==> config.mk <==
export PLATFORM = sky130hd
export DESIGN_NAME = vga_timing_gen
export DESIGN_NICKNAME = d
export VERILOG_FILES = /design/src/rtl/vga_pkg.sv /design/src/rtl/vga_delay_line.sv /design/src/rtl/vga_timing_gen.sv
export SDC_FILE = /design/constraint.sdc
export NUM_CORES = 1
export LEC_CHECK = 0
export CAP_MARGIN = 20
export CORE_ASPECT_RATIO = 0.5
export CORE_UTILIZATION = 51
export DETAILED_ROUTE_END_ITERATION = 8
export PLACE_DENSITY_LB_ADDON = 0.2
export SLEW_MARGIN = 20
export SYNTH_ARGS = -nofsm -noshare
export SYNTH_HDL_FRONTEND = slang
export SYNTH_SLANG_ARGS = --single-unit
==> constraint.sdc <==
create_clock -name clk -period 4.6 [get_ports clk]
set_input_delay 0.46 -clock clk [delete_from_list [all_inputs] [get_ports clk]]
set_output_delay 0.46 -clock clk [all_outputs]
set_load 0.1 [all_outputs]
==> src/rtl/vga_pkg.sv <==
// Shared VGA timing defaults (640x480@60) and the sync/blank bundle type,
// used by the timing generator and the pixel generator.
package vga_pkg;

   localparam int unsigned H_ACTIVE = 640;
   localparam int unsigned H_FP     = 16;
   localparam int unsigned H_SYNC   = 96;
   localparam int unsigned H_BP     = 48;
   localparam int unsigned V_ACTIVE = 480;
   localparam int unsigned V_FP     = 10;
   localparam int unsigned V_SYNC   = 2;
   localparam int unsigned V_BP     = 33;

   function automatic int unsigned span_total(input int unsigned act, input int unsigned fp,
                                              input int unsigned syn, input int unsigned bp);
      return act + fp + syn + bp;
   endfunction

   localparam int unsigned H_TOTAL = span_total(H_ACTIVE, H_FP, H_SYNC, H_BP);
   localparam int unsigned V_TOTAL = span_total(V_ACTIVE, V_FP, V_SYNC, V_BP);

   typedef struct packed {
      logic hsync;
      logic vsync;
      logic blank_b;
   } vga_sync_t;

   localparam vga_sync_t SYNC_IDLE = '{hsync: 1'b1, vsync: 1'b1, blank_b: 1'b0};

endpackage

==> src/rtl/vga_delay_line.sv <==
// Enable-gated shift register; DEPTH=0 degenerates to a wire.
module vga_delay_line #(
   parameter int unsigned      WIDTH   = 1,
   parameter int unsigned      DEPTH   = 1,
   parameter logic [WIDTH-1:0] RST_VAL = '0
) (
   input  logic             clk,
   input  logic             reset,
   input  logic             en,
   input  logic [WIDTH-1:0] din,
   output logic [WIDTH-1:0] dout
);

   generate
      if (DEPTH == 0) begin : g_bypass
         assign dout = din;
      end else begin : g_shift
         logic [WIDTH-1:0] stg [DEPTH];

         always_ff @(posedge clk or posedge reset) begin
            if (reset) begin
               for (int unsigned i = 0; i < DEPTH; i++) stg[i] <= RST_VAL;
            end else if (en) begin
               stg[0] <= din;
               for (int unsigned i = 1; i < DEPTH; i++) stg[i] <= stg[i-1];
            end
         end

         assign dout = stg[DEPTH-1];
      end
   endgenerate

endmodule

==> src/rtl/vga_timing_gen.sv <==
// VGA raster timing: pixel-tick divider, x/y raster counters, and sync/blank
// decode delayed to line up with the downstream pixel stage.
module vga_timing_gen
   import vga_pkg::*;
#(
   parameter int unsigned HACTIVE  = H_ACTIVE,
   parameter int unsigned HFP      = H_FP,
   parameter int unsigned HSYN     = H_SYNC,
   parameter int unsigned HBP      = H_BP,
   parameter int unsigned VACTIVE  = V_ACTIVE,
   parameter int unsigned VFP      = V_FP,
   parameter int unsigned VSYN     = V_SYNC,
   parameter int unsigned VBP      = V_BP,
   parameter int unsigned CLK_DIV  = 2,
   parameter int unsigned PIPE_DLY = 1
) (
   input  logic       clk,
   input  logic       reset,
   output logic       pix_en,
   output logic [9:0] x,
   output logic [9:0] y,
   output logic       hsync,
   output logic       vsync,
   output logic       sync_b,
   output logic       blank_b,
   output logic       frame_start
);

   localparam int unsigned HTOTAL = span_total(HACTIVE, HFP, HSYN, HBP);
   localparam int unsigned VTOTAL = span_total(VACTIVE, VFP, VSYN, VBP);

   logic [2:0] div;
   logic       div_last;
   logic [9:0] x_nxt, y_nxt;
   vga_sync_t  sync_raw, sync_dly;

   always_comb begin
      div_last = (div == 3'(CLK_DIV - 1));
      x_nxt    = x;
      y_nxt    = y;
      if (pix_en) begin
         if (x == 10'(HTOTAL - 1)) begin
            x_nxt = '0;
            y_nxt = (y == 10'(VTOTAL - 1)) ? '0 : y + 10'd1;
         end else begin
            x_nxt = x + 10'd1;
         end
      end
   end

   // pix_en lags the divider by one clk so the first tick after reset lands
   // CLK_DIV edges later; frame_start looks at the post-edge raster position.
   always_ff @(posedge clk or posedge reset) begin
      if (reset) begin
         div         <= '0;
         pix_en      <= 1'b0;
         x           <= '0;
         y           <= '0;
         frame_start <= 1'b0;
      end else begin
         div         <= div_last ? '0 : div + 3'd1;
         pix_en      <= div_last;
         x           <= x_nxt;
         y           <= y_nxt;
         frame_start <= div_last && (x_nxt == '0) && (y_nxt == '0);
      end
   end

   always_comb begin
      sync_raw.hsync   = !((x >= 10'(HACTIVE + HFP)) && (x < 10'(HACTIVE + HFP + HSYN)));
      sync_raw.vsync   = !((y >= 10'(VACTIVE + VFP)) && (y < 10'(VACTIVE + VFP + VSYN)));
      sync_raw.blank_b = (x < 10'(HACTIVE)) && (y < 10'(VACTIVE));
   end

   vga_delay_line #(
      .WIDTH   ($bits(vga_sync_t)),
      .DEPTH   (PIPE_DLY),
      .RST_VAL (SYNC_IDLE)
   ) u_dly (
      .clk   (clk),
      .reset (reset),
      .en    (pix_en),
      .din   (sync_raw),
      .dout  (sync_dly)
   );

   assign hsync   = sync_dly.hsync;
   assign vsync   = sync_dly.vsync;
   assign blank_b = sync_dly.blank_b;
   assign sync_b  = 1'b0;

endmodule
==> Word level (Yosys, flattened, before mapping) <==
Cells that the tools add are included.
{ "word_totals": {"regBits": 28, "input_bits": 2, "memories": 0, "rom_bits": 0, "out_inout_bits": 26, "mem_bits_rw": 0, "latchBits": 0} }
{ "op_classes": {"n_shift": 0, "n_div": 0, "n_eq_ne": 3, "add_sub_neg": 3, "n_reduce_logical": 9, "muxes": 6, "multipliers": 0, "bitwise_logic": 0, "order_cmp": 6} }
{ "op_table": {"columns": ["operator", "n"], "rows": [
  ["two-way mux 10 bit", 5],
  ["adder 10 x 1 -> 10 bit, second input constant", 2],
  ["== test 10 bit, second input constant", 2],
  ["zero test 10 bit", 2],
  ["< comparator 10 bit, second input constant", 2],
  ["< comparator 10 x 9 -> 1 bit, second input constant", 2],
  [">= comparator 10 bit, second input constant", 1],
  [">= comparator 10 x 9 -> 1 bit, second input constant", 1],
  ["logical AND 1 bit", 5],
  ["adder 3 x 1 -> 3 bit, second input constant", 1],
  ["== test 3 x 1 -> 1 bit, second input constant", 1],
  ["two-way mux 3 bit", 1],
  ["zero test 1 bit", 2]
]} }

==> Logic depth before layout (Yosys ltp) <==
Gate-level depths: netlist of run 1.
{ "logic_depth": {"depth_word": 6, "depth_mapped": 9} }

==> Cells and area by module <==
Synthesis of run 1 repeated with hierarchy kept, for this count alone.
{ "hier_totals": {"cells_unflattened": 169, "hier_area_um2": 1644.1} }
{ "by_module_without_submodules": {"columns": ["mod", "area_per_inst_um2", "cells_per_inst", "seq_area_each_um2", "instances"], "rows": [
  ["vga_timing_gen", 1529.0, 162, 625.6, 1],
  ["vga_delay_line", 115.1, 7, 77.6, 1]
]} }

==> Least setup slack after synthesis of run 1 <==
Ideal clock, no wire load.
{ "synth_timing": {"path_kind": "reg2reg", "start": "register x[0]", "end": "register frame_start", "stages_incl_launch_ff": 9, "setup_ns": 0.068, "setup_slack_ns": 1.843, "arrival_ns": 2.689, "path_buffers": 1, "synth_period_minus_slack_ns": 2.757, "path_cell_list": "dfrtp_1 -> ha_1 -> and4_1 -> and3_1 -> buf_6 -> nand4_4 -> a222oi_1 -> and4b_1 -> and4_1"} }
{ "synth_between": {"elab_chain_len": 6, "elab_cells_between_ends": 10} }
{ "synth_lines": {"columns": ["item", "line", "text"], "rows": [
  ["start, declared", "vga_timing_gen.sv:20", "output logic [9:0] x,"],
  ["start signal, assigned", "vga_timing_gen.sv:63", "x <= x_nxt;"],
  ["adder 10 x 1 -> 10 bit / == test 10 bit (equally long branches)", "vga_timing_gen.sv:46, vga_timing_gen.sv:42", null],
  ["two-way mux 10 bit", "vga_timing_gen.sv:42", "if (x == 10'(HTOTAL - 1)) begin"],
  ["two-way mux 10 bit", "vga_timing_gen.sv:41", "if (pix_en) begin"],
  ["zero test 10 bit", "vga_timing_gen.sv:65", "frame_start <= div_last && (x_nxt == '0) && (y_nxt == '0);"],
  ["logical AND 1 bit", "vga_timing_gen.sv:65", null],
  ["logical AND 1 bit (*)", "vga_timing_gen.sv:65", null],
  ["end signal, assigned", "vga_timing_gen.sv:65", null],
  ["end, declared", "vga_timing_gen.sv:26", "output logic frame_start"]
]} }
Mark *: on every way between the ends. The rest lies on a longest branch, timed or not.
A chain may end at the register's enable or synchronous reset.

==> Worst setup path in the final report of run 1 <==
{ "layout_timing": {"start": "register pix_en", "end": "output pix_en"} }
{ "layout_rtl": {"columns": ["item", "line", "text"], "rows": [
  ["start, declared", "vga_timing_gen.sv:19", "output logic pix_en,"],
  ["start signal, assigned", "vga_timing_gen.sv:62", "pix_en <= div_last;"]
]} }
No word-level cell between the ends.

==> results of run 1 <==
[logic make-up after synthesis]
| kind of cell | Yosys count | synth area share, % |
|---|---|---|
| compound gates | 33 | 12.32 |
| xor+xnor | 12 | 6.507 |
| fa+ha+maj | 5 | 3.873 |
| buf+inv | 20 | 5.964 |
| flops | 28 | 43.53 |
| mux | 4 | 2.634 |
| other cells | 1 | 0.2322 |
| simple gates | 69 | 24.94 |
[synthesized netlist by cell type (all sizes together) (2+ instances only)]
cell type / count / area share (%)
and4: 4 / 2.2
o22ai: 2 / 0.77
clkbuf: 2 / 0.46
dfrtp: 26 / 40
a21oi: 10 / 3.1
nor4: 2 / 0.77
buf: 8 / 3.2
dfstp: 2 / 3.3
nand4b: 2 / 1.1
nor2: 13 / 3.0
o21ai: 10 / 3.1
nor3: 7 / 2.5
nand3: 9 / 2.8
nand2: 12 / 2.8
mux2: 2 / 1.4
mux2i: 2 / 1.2
o21a: 2 / 0.93
a31oi: 2 / 0.77
nand4: 7 / 3.6
nor4b: 3 / 1.6
xnor2: 11 / 6.0
and3: 4 / 1.5
inv: 10 / 2.3
ha: 5 / 3.9
[sequential cells by signal (all words and copies together) (netlist names)]
register,flops
x,10
y,10
div,3
u_dly.dout,3
frame_start,1
pix_en,1
[worst paths after layout]
check / slack [ns] / endpoint / startpoint / cells after the start
setup / recovery: 1.90 / pix_en / pix_en / 1
min in group asynchronous: 0.56 / x[9] / reset / 2
hold reg to reg: 0.49 / div[0] / div[0] / 1
setup reg to reg: 2.06 / frame_start / x[0] / 7
hold / removal: 0.49 / div[0] / div[0] / 1
max in group asynchronous: 3.66 / u_dly.dout[1] / reset / 2
[layout make-up]
| type | instances | area share, % |
|---|---|---|
| Timing Repair Buffer | 26 | 13.64 |
| Tap cell | 37 | 2.426 |
| Inverter | 10 | 1.967 |
| Sequential cell | 28 | 36.85 |
| Clock buffer | 4 | 2.361 |
| Multi-Input combinational cell | 124 | 42.75 |
[layer usage]
metal	share of wire (%)	vias to the layer above	GRT usage [%]	wire, um
met2	44	49	31.67	1532
met4	0.86	0	6.316	30
li1	-	656	-	-
met3	8.6	4	6.593	301
met5	0	-	0	0
met1	46	671	32.54	1617
[power groups by stage]
stage / clock (mW) / combinational (mW) / sequential, mW
after floorplan: 0 / 0.00782 / 0.251
after global placement: 0 / 0.00924 / 0.251
after detailed placement: 0 / 0.00941 / 0.251
after CTS: 0.141 / 0.00940 / 0.246
after global routing: 0.151 / 0.0105 / 0.246
final: 0.136 / 0.00905 / 0.246
[per-stage QoR]
stage / setup slack (ns) / area [sq um] / hold slack (ns) / power (mW) / cells
4_1_cts: 1.895 / 1908 / 0.4940 / 0.3968 / 229
6_report: 1.901 / 1908 / 0.4940 / 0.3913 / 229
5_1_grt: 1.784 / 1908 / 0.5231 / 0.4076 / 229
3_5_place_dp: 2.096 / 1863 / 0.4634 / 0.2602 / 225
2_1_floorplan: 1.843 / 1615 / 0.4395 / 0.2586 / 172
3_3_place_gp: 2.178 / 1863 / 0.4617 / 0.2601 / 225
[placed cells by master, fill, tap and decap left out, types with 3 or more instances in the layout]
cell             netlist  final
and4_1                 4      4
xnor2_1               11     11
clkdlybuf4s50_1        0     26
nor2_1                13     13
nor3_1                 6      6
nor4b_1                3      3
inv_1                 10      9
nand2_1               12     12
and3_1                 4      4
nand3_1                9      9
dfrtp_1               26     26
ha_1                   5      5
clkbuf_8               0      3
a21oi_1               10     10
o21ai_0               10     10
nand4_1                6      6
==> out/qor.txt, run 1 <==
Via Count -> 1380
Sw Pwr -> 82.26 uW
Buffers on Ports -> 26
Antenna cell count -> 0
RSZ-0062 raised after global routing -> false
CP startpoint kind -> register
Num rows -> 13
Leak Pwr -> 0.7829 nW
Final setup fails -> 0
Crit path arrival time -> 2.24 ns
Total grt overflow -> 0
Seq/Total Area, Yosys -> 43.53%
Endpoint class of the critical path -> primary output
Clock Tree Buf Depth -> 2
CTS Hold Bufs -> 0
Comb power frac -> 2.3%
GPL Wtd Cong -> 0.8500
Number of setup buffers added after CTS -> 0
Crit-path max cell delay -> 1.24 ns
Die Area -> 3410 sq um
Post-synthesis async set-or-reset flop share -> 100.0%
Maximum VDD drop -> 0.1191 mV
Clock slew at reported path FFs -> 0.09 ns
Switching part of the total -> 21.02%
Initial Util -> 57.74%
Layout net count -> 200
Clock net sink count -> 28
Worst min path class -> register to register
Final Hold Viols -> 0
CP max-delay cell -> clkdlybuf4s50_1
Relative slew slack -> 34.51%
First-pass GRT wire length -> 5602 um
Pins Over Slew Limit -> 0
Area grow syn2layout -> 18.13%
PwrDens -> 205.1 nW/um^2
Critical Path RT -> 4.14 ns
Status -> finished, final reports clean
# IOs -> 28
Total track usage -> 22.24%
Sequential cell area -> 703.2 sq um
Clk Latency, worst-skew pair -> 0.28 ns
Top_reg_cell synth -> dfrtp_1
Distinct cells, synth -> 43
CTS tree -> yes
Clock root buffer -> clkbuf_8
Post-DP HPWL -> 2524 um
Vias in the first global route -> 1139
Fillers -> 218
Tcrit/Tclk final -> 58.68%
Mapped Cells -> 172
Critical Path Fanout Max -> 21
Drt pass-1 iters -> 4
Core area -> 2798 sq um
Crit-path cells -> clkdlybuf4s50_1
Clock power share -> 34.8%
# DRC -> 0
Share of layout cells above drive strength 1 -> 5.729%
Post-layout minimum cycle time -> 2.699 ns
Post-Synthesis Net Count -> 179
Finished Core Util -> 68.20%
Synth warnings -> 0
Delay-heaviest family, CP -> buffers and inverters
Fmax -> 370.5 MHz
Worst slew pin tran -> 0.9793 ns
Resized cells post-CTS -> 0
Initial DRC count -> 132
EDFF count, synth -> 0
Crit Path Category -> register to primary output
Clock skew -> 0.007548 ns
Sequential share of power -> 62.9%
Max-cap check violation count -> 0
Largest net degree at the start of global routing -> 29
Fin Setup TNS -> 0 ns
Internal -> 309.0 uW
DIE WIDTH -> 81.59 um
Synth Cell Area -> 1615 sq um
WL/cell -> 15.20 um
Syn_area_per_cell -> 9.391 sq um
Vias/cell -> 6.026
Multi-input gate area -> 815.8 sq um
Chip height -> 41.80 um
Cts bufs inserted -> 3
Total wire length -> 3481 um
CTS H-tree depth -> 1
ANT nets after route -> 0
Crit path buf inv count -> 1
#FFs+latches synth -> 28
Initial antenna violation count -> 0
Note: power is estimated with default switching activity, not from simulation.
==> inputs of run 2 (changes only) <==
==> constraint.sdc (replaced) <==
create_clock -name clk -period 2.6 [get_ports clk]
set_input_delay 0.26 -clock clk [delete_from_list [all_inputs] [get_ports clk]]
set_output_delay 0.26 -clock clk [all_outputs]
set_load 0.1 [all_outputs]
==> run 2 against run 1 <==
Effect of this change: setup slack got worse by 1.7 ns; clock skew rose by 0.0016 ns; power increased by 79%; via count rose by 1.0%; worst hold slack got worse by 0.17 ns; critical path depth up 7; register-to-register slack got worse by 1.9 ns; clock-buffer cell count stayed put; first-iteration DRC count shrank 6.8%; global-route usage grew 1.6 points.
==> out/qor.txt, run 2 (synthesis results as in run 1) <==
Share of layout cells above drive strength 1 -> 21.94%
Finished Core Util -> 67.22%
Endpoint class of the critical path -> register
Total track usage -> 23.82%
Core area -> 2798 sq um
Final Hold Viols -> 0
Clock Tree Buf Depth -> 2
Crit path arrival time -> 2.63 ns
Clk Latency, worst-skew pair -> 0.28 ns
Antenna cell count -> 0
Vias in the first global route -> 1217
Via Count -> 1394
Initial antenna violation count -> 0
Status -> finished, final reports clean
Clock net sink count -> 28
RSZ-0062 raised after global routing -> false
Critical Path Fanout Max -> 6
Clock slew at reported path FFs -> 0.10 ns
CTS tree -> yes
Critical Path RT -> 2.82 ns
Crit-path max cell delay -> 0.44 ns
Initial Util -> 57.74%
R2R setup slack -> 0.20 ns
GPL Wtd Cong -> 0.8623
Fillers -> 245
Leak Pwr -> 0.8395 nW
Crit-path cells -> inv_1 -> ha_1 -> nor4b_1 -> and4bb_2 -> o21a_1 -> a21oi_1 -> nor4b_1 -> and4_1
Crit path from -> y[0]
Total grt overflow -> 0
Min Hold Slack -> 0.3287 ns
Vias/cell -> 5.983
Clock skew -> 0.009110 ns
CP startpoint kind -> register
Resized cells post-CTS -> 0
Post-layout minimum cycle time -> 2.402 ns
Layout net count -> 204
Area grow syn2layout -> 16.42%
CP Capture Point -> frame_start
CTS Hold Bufs -> 0
Fin Setup TNS -> 0 ns
DIE WIDTH -> 81.59 um
R2R Path End -> frame_start
Clock root buffer -> clkbuf_8
Dpl cell area -> 1834 sq um
Cell area after layout -> 1881 sq um
Cts bufs inserted -> 3
Placed instance count -> 229
Pins Over Slew Limit -> 0
Origin of the critical flop-to-flop path -> y[0]
Fmax -> 416.3 MHz
CP max-delay cell -> dfrtp_2
Reg2Reg Depth -> 8
Final std cells w/o fill -> 233
Total wire length -> 3620 um
Maximum VDD drop -> 0.1750 mV
Number of setup buffers added after CTS -> 0
Drt pass-1 iters -> 4
Buffers on Ports -> 26
First-pass GRT wire length -> 6016 um
Largest net degree at the start of global routing -> 29
ANT nets after route -> 0
Worst min path class -> input pin to asynchronous set/reset pin
Crit Path Category -> register to register
Post-DP HPWL -> 2617 um
# IOs -> 28
Chip height -> 41.80 um
Max-cap check violation count -> 0
Die Area -> 3410 sq um
WL/cell -> 15.54 um
Largest regs -> x (10), y (10)
# DRC -> 0
Worst path most repeated cell -> nor4b_1
PwrDens -> 372.3 nW/um^2
CTS H-tree depth -> 1
Commonest non-fill, non-tap cell in the layout -> buf_4
Final setup fails -> 0
Num rows -> 13
Initial DRC count -> 123
Commonest non-fill, non-tap cells in the layout -> buf_4, dfrtp_1, nor2_1
Tcrit/Tclk final -> 92.39%
[run 2: cell types whose count changed in the layout (fill, tap and decap cells not counted), sizes merged]
cell | before | now
clkdlybuf4s50 | 26 | 1
buf | 0 | 29
[run 2: area by class of cell]
cell class	count	area, sq um	area share [%]
timing repair buffer	30	227.7	12.11
inverter	10	37.54	1.996
tap	37	46.29	2.462
sequential	28	706.9	37.59
clock buffer	4	45.04	2.395
multi-input combinational	124	817.0	43.45
[run 2: worst min-delay path by stage]
stage	endpoint	start	cells after the start	slack (ns)
2_1_floorplan	div[0]	reset	1	0.32
3_3_place_gp	pix_en	div[1]	1	0.45
3_5_place_dp	pix_en	div[1]	1	0.46
4_1_cts	x[9]	reset	3	0.34
5_1_grt	y[5]	reset	3	0.39
6_report	x[9]	reset	3	0.33
[run 2: layer usage]
| metal | share of wire [%] | routed length [um] | global-route usage (%) |
|---|---|---|---|
| met1 | 48 | 1724 | 36.24 |
| met2 | 45 | 1619 | 34.17 |
| met3 | 6.6 | 238 | 4.615 |
| met4 | 1.0 | 38 | 6.667 |
| met5 | 0 | 0 | 0 |
[run 2: power breakdown]
group / switching (mW) / total, mW / internal (mW)
logic: 0.0148 / 0.0172 / 0.00240
registers: 0 / 0.435 / 0.435
clock network: 0.138 / 0.248 / 0.110
[run 2: worst max-delay path: cells and delay by family, from the launching register on]
| kind | cells | cell delay [ns] |
|---|---|---|
| buffers and inverters | 1 | 0.17 |
| AO/OA/AOI/OAI | 2 | 0.22 |
| adder cells (fa/ha/maj) | 1 | 0.17 |
| AND/OR/NAND/NOR | 4 | 1.35 |
| flip-flops | 1 | 0.44 |
[run 2: stage by stage]
stage	setup WS (ns)	power, mW
after floorplan	0.003190	0.4576
after global placement	0.3330	0.4612
after detailed placement	0.2099	0.4617
after CTS	0.1942	0.7116
after global routing	0.05008	0.7256
final	0.1978	0.7002
==> inputs of run 3 (changes only) <==
--- a/config.mk
+++ b/config.mk
@@ -7,9 +7,9 @@
 export LEC_CHECK = 0
 export CAP_MARGIN = 20
 export CORE_ASPECT_RATIO = 0.5
-export CORE_UTILIZATION = 51
+export CORE_UTILIZATION = 52
 export DETAILED_ROUTE_END_ITERATION = 8
-export PLACE_DENSITY_LB_ADDON = 0.2
+export PLACE_DENSITY = 0.79
 export SLEW_MARGIN = 20
 export SYNTH_ARGS = -nofsm -noshare
 export SYNTH_HDL_FRONTEND = slang
==> run 3 against run 2 <==
Effect of this change: cell count is 0.43% higher; sequential power about the same; setup slack improved by 0.0041 ns; non-clock buffer count grew 1; sequential cell count unchanged; maximum frequency rose by 0.17%.
==> out/qor.txt, run 3 (synthesis results as in run 1) <==
Status -> finished, final reports clean
Num rows -> 13
Via Count -> 1363
# DRC -> 0
ANT nets after route -> 0
Clock skew -> 0.007960 ns
Vias/cell -> 5.825
CP startpoint kind -> register
Die Area -> 3347 sq um
# IOs -> 28
Endpoint class of the critical path -> register
CTS tree -> yes
Crit path from -> x[0]
Share of layout cells above drive strength 1 -> 22.34%
WL/cell -> 15.22 um
CTS Hold Bufs -> 0
Final setup fails -> 0
Tcrit/Tclk final -> 92.23%
First-pass GRT wire length -> 5975 um
Overall power of the completed layout -> 726.6 uW
R2R setup slack -> 0.20 ns
Total track usage -> 23.46%
Crit-path cells -> ha_1 -> and4_1 -> and3_1 -> nand4_4 -> a222oi_1 -> and4b_1 -> and4_1
Reg2Reg Depth -> 7
Worst path most repeated cell -> and4_1
Antenna cell count -> 0
RSZ-0062 raised after global routing -> false
Resized cells post-CTS -> 0
Core area -> 2765 sq um
GPL Wtd Cong -> 0.8327
Leak Pwr -> 0.8503 nW
DIE WIDTH -> 80.82 um
Delay-heaviest family, CP -> simple AND/OR/NAND/NOR gates
Crit path buf inv count -> 0
Largest net degree at the start of global routing -> 29
Cts bufs inserted -> 3
Dpl ws -> 0.2189 ns
Fmax -> 417.0 MHz
Initial antenna violation count -> 0
Worst min path class -> input pin to asynchronous set/reset pin
Max-cap check violation count -> 0
Crit-path max cell delay -> 0.44 ns
Path length in cells of the critical path -> 7
Largest regs -> x (10), y (10)
Critical Path RT -> 2.82 ns
Post-layout minimum cycle time -> 2.398 ns
Origin of the critical flop-to-flop path -> x[0]
R2R Path End -> frame_start
Drt pass-1 iters -> 4
Post-DP HPWL -> 2618 um
Maximum VDD drop -> 0.2201 mV
Final Hold Viols -> 0
PwrDens -> 383.1 nW/um^2
Chip height -> 41.41 um
Clock Tree Buf Depth -> 2
CP max-delay cell -> dfrtp_2
CTS H-tree depth -> 1
Area grow syn2layout -> 17.43%
Layout net count -> 205
Buffers on Ports -> 26
Vias in the first global route -> 1244
Initial DRC count -> 73
Min Hold Slack -> 0.3381 ns
Setup ws final -> 0.2019 ns
Clock net sink count -> 28
Clock slew at reported path FFs -> 0.10 ns
Clock root buffer -> clkbuf_8
Crit Path Category -> register to register
Commonest non-fill, non-tap cell in the layout -> buf_4
Crit path arrival time -> 2.62 ns
Total grt overflow -> 0
Clk Latency, worst-skew pair -> 0.28 ns
Total wire length -> 3561 um
Number of setup buffers added after CTS -> 0
Critical Path Fanout Max -> 10
Fin Setup TNS -> 0 ns
Pins Over Slew Limit -> 0
Initial Util -> 58.42%
Commonest non-fill, non-tap cells in the layout -> buf_4, dfrtp_1, nor2_1
[run 3: tightest hold or removal path, delay by kind of cell]
kind	cells	cell delay [ns]
buffers and inverters	3	0.77
[run 3: final cells by class]
class,instances,area [sq um]
fillers,233,868.3
clock buffers,4,55.05
flip-flops and latches,28,706.9
repair buffers,31,235.2
multi-input cells,124,815.8
inverters,10,37.54
well taps,37,46.29
[run 3: routing by layer]
| layer | vias up | track usage (%) | wire length, um |
|---|---|---|---|
| li1 | 667 | - | - |
| met1 | 655 | 34.09 | 1754 |
| met2 | 37 | 34.62 | 1603 |
| met3 | 4 | 5.934 | 175 |
| met4 | 0 | 6.429 | 27 |
| met5 | - | 0 | 0 |
[run 3: worst max path at each step]
| stage | slack [ns] | end |
|---|---|---|
| after detailed placement | 0.22 | frame_start |
| after floorplan | 0.003 | frame_start |
| after CTS | 0.21 | frame_start |
| after global routing | 0.05 | frame_start |
| final | 0.20 | frame_start |
| after global placement | 0.33 | frame_start |
[run 3: per-stage QoR]
stage,util (%),instance area [sq um],cells
floorplan,-,1619,172
global placement,66.61,1842,230
detailed placement,66.61,1842,230
CTS,68.60,1897,234
global route,68.60,1897,234
finish,68.60,1897,234
[run 3: power by group]
part	switching (mW)	internal, mW	total [mW]
Clock	0.138	0.136	0.274
Combinational	0.0149	0.00241	0.0173
Sequential	0	0.435	0.435
